--- config.mk ---
export PLATFORM = sky130hd
export DESIGN_NAME = irq_controller
export DESIGN_NICKNAME = d
export VERILOG_FILES = /design/src/rtl/irq_types_pkg.sv /design/src/rtl/irq_sync.sv /design/src/rtl/irq_controller.sv
export SDC_FILE = /design/constraint.sdc
export NUM_CORES = 1
export LEC_CHECK = 0
export BUFFER_PORTS_ARGS = -buffer_cell sky130_fd_sc_hd__buf_2
export CAP_MARGIN = 20
export CORE_AREA = 8 8 54 101
export CTS_BUF_LIST = sky130_fd_sc_hd__clkbuf_2
export CTS_CLUSTER_DIAMETER = 40
export DETAILED_ROUTE_END_ITERATION = 7
export DIE_AREA = 0 0 62 109
export PLACE_DENSITY = 0.59
export SLEW_MARGIN = 15
export SYNTH_ARGS = -nofsm -noshare
export SYNTH_HDL_FRONTEND = slang
export SYNTH_SLANG_ARGS = --single-unit
--- constraint.sdc ---
create_clock -name clock -period 2.2 [get_ports clock]
set_clock_uncertainty 0.1 [all_clocks]
set_input_delay 0.22 -clock clock [delete_from_list [all_inputs] [get_ports clock]]
set_output_delay 0.22 -clock clock [all_outputs]
set_load 0.01 [all_outputs]
--- src/rtl/irq_types_pkg.sv ---
// Shared types for the interrupt front end: FSM states, default vector layout
// and the fixed-priority encoder (lowest index wins).
// Latency: n/a (types and a pure function). Backpressure: n/a.
package irq_types_pkg;

  typedef enum logic [1:0] {
    IDLE,
    ASSERT,
    HOLDOFF
  } irq_state_t;

  localparam logic [15:0] DEF_VECTOR_BASE   = 16'hFF00;
  localparam logic [15:0] DEF_VECTOR_STRIDE = 16'h0010;

  // Index of the lowest set bit; 0 when nothing is set (callers gate on req != 0).
  function automatic logic [3:0] prio_encode(input logic [15:0] req);
    logic [3:0] idx;
    idx = 4'd0;
    for (int i = 15; i >= 0; i--) begin
      if (req[i]) idx = 4'(i);
    end
    return idx;
  endfunction

endpackage

--- src/rtl/irq_sync.sv ---
// One interrupt line: SYNC_STAGES-flop synchroniser plus optional rising-edge detect.
// Latency: SYNC_STAGES cycles from line to detect. Backpressure: none (free-running).
// Ports: clock, reset (async active-low), line (raw async input),
//   detect (synchronised level, or a one-cycle rise pulse when IRQ_EDGE_DETECT_EN is defined).
module irq_sync #(
  parameter int SYNC_STAGES = 2
) (
  input  logic clock,
  input  logic reset,
  input  logic line,
  output logic detect
);

  logic [SYNC_STAGES-1:0] chain;

  always_ff @(posedge clock or negedge reset) begin
    if (!reset) chain <= '0;
    else        chain <= {chain[SYNC_STAGES-2:0], line};
  end

`ifdef IRQ_EDGE_DETECT_EN
  logic prev;

  always_ff @(posedge clock or negedge reset) begin
    if (!reset) prev <= 1'b0;
    else        prev <= chain[SYNC_STAGES-1];
  end

  assign detect = chain[SYNC_STAGES-1] & ~prev;
`else
  assign detect = chain[SYNC_STAGES-1];
`endif

endmodule

--- src/rtl/irq_controller.sv ---
// Interrupt front end: sync + pending latch, mask/global enable, priority pick, one registered irq + vector.
// Latency: enabled pending -> irq in 1 cycle from IDLE; reset_irq -> irq low on the same edge, 2 low cycles min.
// Backpressure: request held until reset_irq; new pending sources wait in irq_pending meanwhile.
// Ports: clock, reset (async active-low), irq_lines, irq_enable, mask_write/mask_data, reset_irq (ack)
//   -> irq, irq_vector, irq_pending, enable_mask.
// Build option: IRQ_EDGE_DETECT_EN selects edge-latched pending (cleared by ack); default is level mode.
module irq_controller
  import irq_types_pkg::*;
#(
  parameter int          NUM_SOURCES   = 8,
  parameter int          SYNC_STAGES   = 2,
  parameter logic [15:0] VECTOR_BASE   = DEF_VECTOR_BASE,
  parameter logic [15:0] VECTOR_STRIDE = DEF_VECTOR_STRIDE
) (
  input  logic                   clock,
  input  logic                   reset,
  input  logic [NUM_SOURCES-1:0] irq_lines,
  input  logic                   irq_enable,
  input  logic                   mask_write,
  input  logic [NUM_SOURCES-1:0] mask_data,
  input  logic                   reset_irq,
  output logic                   irq,
  output logic [15:0]            irq_vector,
  output logic [NUM_SOURCES-1:0] irq_pending,
  output logic [NUM_SOURCES-1:0] enable_mask
);

  logic [NUM_SOURCES-1:0] detect;
  logic [15:0]            cand;
  logic [3:0]             win_idx;
  logic [15:0]            vec_next;
  irq_state_t             state;

  for (genvar g = 0; g < NUM_SOURCES; g++) begin : g_sync
    irq_sync #(.SYNC_STAGES(SYNC_STAGES)) u_sync (
      .clock  (clock),
      .reset  (reset),
      .line   (irq_lines[g]),
      .detect (detect[g])
    );
  end

`ifdef IRQ_EDGE_DETECT_EN
  logic [3:0]             active_idx;
  logic                   ack;
  logic [NUM_SOURCES-1:0] clear;
  logic [NUM_SOURCES-1:0] pending_q;

  assign ack = (state == ASSERT) && reset_irq;

  always_comb begin
    clear = '0;
    for (int i = 0; i < NUM_SOURCES; i++) begin
      clear[i] = ack && (active_idx == 4'(i));
    end
  end

  // A rise arriving on the same edge as the ack re-arms the source: set wins.
  always_ff @(posedge clock or negedge reset) begin
    if (!reset) pending_q <= '0;
    else        pending_q <= (pending_q & ~clear) | detect;
  end

  assign irq_pending = pending_q;
`else
  // Level mode: pending mirrors the synchronised line; the handler must drop it.
  assign irq_pending = detect;
`endif

  always_ff @(posedge clock or negedge reset) begin
    if (!reset)          enable_mask <= '0;
    else if (mask_write) enable_mask <= mask_data;
  end

  always_comb begin
    cand = '0;
    cand[NUM_SOURCES-1:0] = irq_pending & enable_mask;
  end

  assign win_idx  = prio_encode(cand);
  assign vec_next = VECTOR_BASE + ({12'd0, win_idx} * VECTOR_STRIDE);

  // Once in ASSERT the request is committed: enable, mask and line changes are ignored
  // until the ack, so the vector the control path loads never moves under it.
  always_ff @(posedge clock or negedge reset) begin
    if (!reset) begin
      state      <= IDLE;
      irq        <= 1'b0;
      irq_vector <= VECTOR_BASE;
`ifdef IRQ_EDGE_DETECT_EN
      active_idx <= 4'd0;
`endif
    end else begin
      case (state)
        IDLE: begin
          if (irq_enable && (cand != 16'd0)) begin
`ifdef IRQ_EDGE_DETECT_EN
            active_idx <= win_idx;
`endif
            irq_vector <= vec_next;
            irq        <= 1'b1;
            state      <= ASSERT;
          end
        end
        ASSERT: begin
          if (reset_irq) begin
            irq   <= 1'b0;
            state <= HOLDOFF;
          end
        end
        HOLDOFF: state <= IDLE;
        default: begin
          irq   <= 1'b0;
          state <= IDLE;
        end
      endcase
    end
  end

endmodule

==> results.tsv <==
metric	value	unit
cp_max_fo	3	
tns	0	ns
finalSetupViolCount	0	
cts_max_path_buffers	2	
yosys-top-cells-area	dfrtp_1 62%, buf_4 13%, mux2_2 7.5%, nand2_1 2.2%, a22oi_1 1.9%	
multi_input_comb_area	329	um^2
period_share	68.4	%
final_layout_size_suffix_gt1_share	40.4	%
worstMarginPinSlew	0.639	ns
insertion_delay	0.37	ns
area_growth	30.5	%
ant_nets	0	
rrSetupSlack	0.70	ns
rr_worst_depth	4	
slew_viol_final	0	
final_util	37.3	%
drt_pass1_iterations	4	
cts-root-buf	clkbuf_2	
drt-total-wl	2.67	mm
fillers	417	
start_kind	register	
wl_per_cell	13.4	um
wl_met3	389	um
cts_tree	yes	
avgSynthCellArea	13.2	um^2
drv_cap	0	
status	finished clean	
num_antenna_cells	0	
p_per_area	772	nW/um^2
fp-row-count	34	
final_cell_area	1570	um^2
crit_arrival	1.67	ns
syn_inst	91	
cts_max_level	2	
die_area	6760	um^2
cp.required	2.36	ns
place_congestion	0.830	
grt_pass1_wl	3.93	mm
worst_slack	0.696	ns
critPathKind	register to register	
cts_resized	0	
seq_area_frac_synth	62.4	%
hold_class	input pin to register	
cts.sinks	30	
ys_seq_elements	30	
wl_met2	1.23	mm
regArea	751	um^2
wl_met1	1.01	mm
grt_pass1_vias	839	
drt_iter0_drc	26	
timing.max_slew.rel_slack	57.4	%
highest_layer	met4	
syn-cell-area	1200	um^2
grt_max_degree	31	
route.detailed.drc	0	
grt_use_total	8.19	%
gr-total-overflow	0	
num_vias	807	
port-buffer-count	40	
worstHoldPathCells	3	
finalCriticalPeriod	1.50	ns
synth.distinct_cells	22	
initial_core_util	28.6	%
rsz0062_at_grt	false	
yosysTopAreaCellShare	62.4	%
pre_cts_ws	0.711	ns
hold_violations	0	
p_leak	0.000770	uW
pin_count	54	
ir_worst_vdd	0.503	mV
fp.dieW	62	um
cts.reportedPaths.clkPinSlew	0.14	ns
antenna_found_initial	0	
post-dp-hpwl	1.86	mm
synth_warnings	0	
finalHoldWorstSlack	0.174	ns
numCtsBuffers	5	
synth_largest_area_cell	dfrtp_1	
max_freq	0.665	GHz
fin_nets	166	
core	4210	um^2
cp-end-kind	register	
fp.dieH	109	um
post_dp_cell_area	1350	um^2
vias_per_cell	4.04	
[metal layers]
| layer | vias up | GRT usage [%] |
|---|---|---|
| li1 | 384 | - |
| met1 | 375 | 8.98 |
| met2 | 43 | 11.8 |
| met3 | 5 | 5.79 |
| met4 | 0 | 3.45 |
| met5 | - | 0 |
[worst max-delay path: stages, from the launching register on]
cell and delay [ns]:
dfrtp_1 0.43, a22oi_1 0.24, nand2_1 0.11, o21a_1 0.23, mux2_4 0.30
[power by group]
part / switching, uW / leakage (uW) / internal, uW
Clock: 178 / 0.0000304 / 77.9
Combinational: 131 / 0.000387 / 143
Sequential: 55.3 / 0.000352 / 627
Total: 365 / 0.000770 / 848
[registers in the layout (all words and copies together) (netlist names)]
| register | flops |
|---|---|
| irq_vector | 3 |
| g_sync.u_sync.chain | 16 |
| state | 2 |
| enable_mask | 8 |
| irq | 1 |
[logic make-up (layout without fill, tap and decap cells)]
kind of cell | Yosys count | count (layout) | synth area share [%]
compound gates | 15 | 15 | 9.04
simple gates | 12 | 12 | 5.51
other cells | 2 | 13 | 0.624
mux | 9 | 9 | 8.73
flops | 30 | 30 | 62.4
buf+inv | 23 | 67 | 13.7
[path summary, 6_finish.rpt]
kind                                                     startpoint                                  end
max in group asynchronous                                     reset           enable_mask[1]$_DFFE_PN0P_
worst min register to register  g_sync[4].u_sync.chain[0]$_DFF_PN0_  g_sync[4].u_sync.chain[1]$_DFF_PN0_
worst max-delay path            g_sync[1].u_sync.chain[1]$_DFF_PN0_            irq_vector[4]$_DFFE_PN0P_
worst min-delay path                                     irq_enable            irq_vector[5]$_DFFE_PN0P_
worst max register to register  g_sync[1].u_sync.chain[1]$_DFF_PN0_            irq_vector[4]$_DFFE_PN0P_
min in group asynchronous                                     reset  g_sync[5].u_sync.chain[0]$_DFF_PN0_
[what timing repair did]
| action | 4_1_cts | 5_1_grt |
|---|---|---|
| setup endpoints to repair | 0 | 0 |
| hold buffers | 18 | 0 |
| buffers inserted | 0 | 0 |
| endpoints found under the hold margin | 47 | 0 |
[final cells by class]
type / instances / area share (%)
flip-flops and latches: 30 / 47.8
repair buffers: 58 / 24.2
inverters: 1 / 0.239
clock inverters: 2 / 0.558
well taps: 54 / 4.30
clock buffers: 6 / 1.91
multi-input cells: 49 / 21.0
[synthesized netlist by cell type (all sizes together)]
| master | number |
|---|---|
| a21o | 1 |
| nor3b | 2 |
| a22oi | 4 |
| and3b | 1 |
| inv | 1 |
| o21ai | 2 |
| mux2 | 9 |
| or2 | 1 |
| nand3 | 1 |
| a21oi | 4 |
| nand2 | 7 |
| o21a | 1 |
| a32oi | 1 |
| clkbuf | 1 |
| o2bb2ai | 1 |
| dfrtp | 30 |
| a32o | 1 |
| buf | 21 |
| conb | 2 |
[cell usage in the layout (no fill, tap or decap), drive strengths merged]
cell / n
o21ai: 2
a22oi: 4
clkinv: 2
o2bb2ai: 1
o21a: 1
and3b: 1
a21o: 1
nand3: 1
dlygate4sd3: 18
or2: 1
a21oi: 4
nor3b: 2
dfrtp: 30
mux2: 9
clkbuf: 6
inv: 1
conb: 13
nand2: 7
buf: 40
a32oi: 1
a32o: 1
[per-stage QoR]
step,cells,power (uW)
after floorplan,102,855
final,200,1210
after global placement,174,945
after detailed placement,174,946
after global routing,200,1290
after CTS,200,1230
Note: power is estimated with default switching activity, not from simulation.
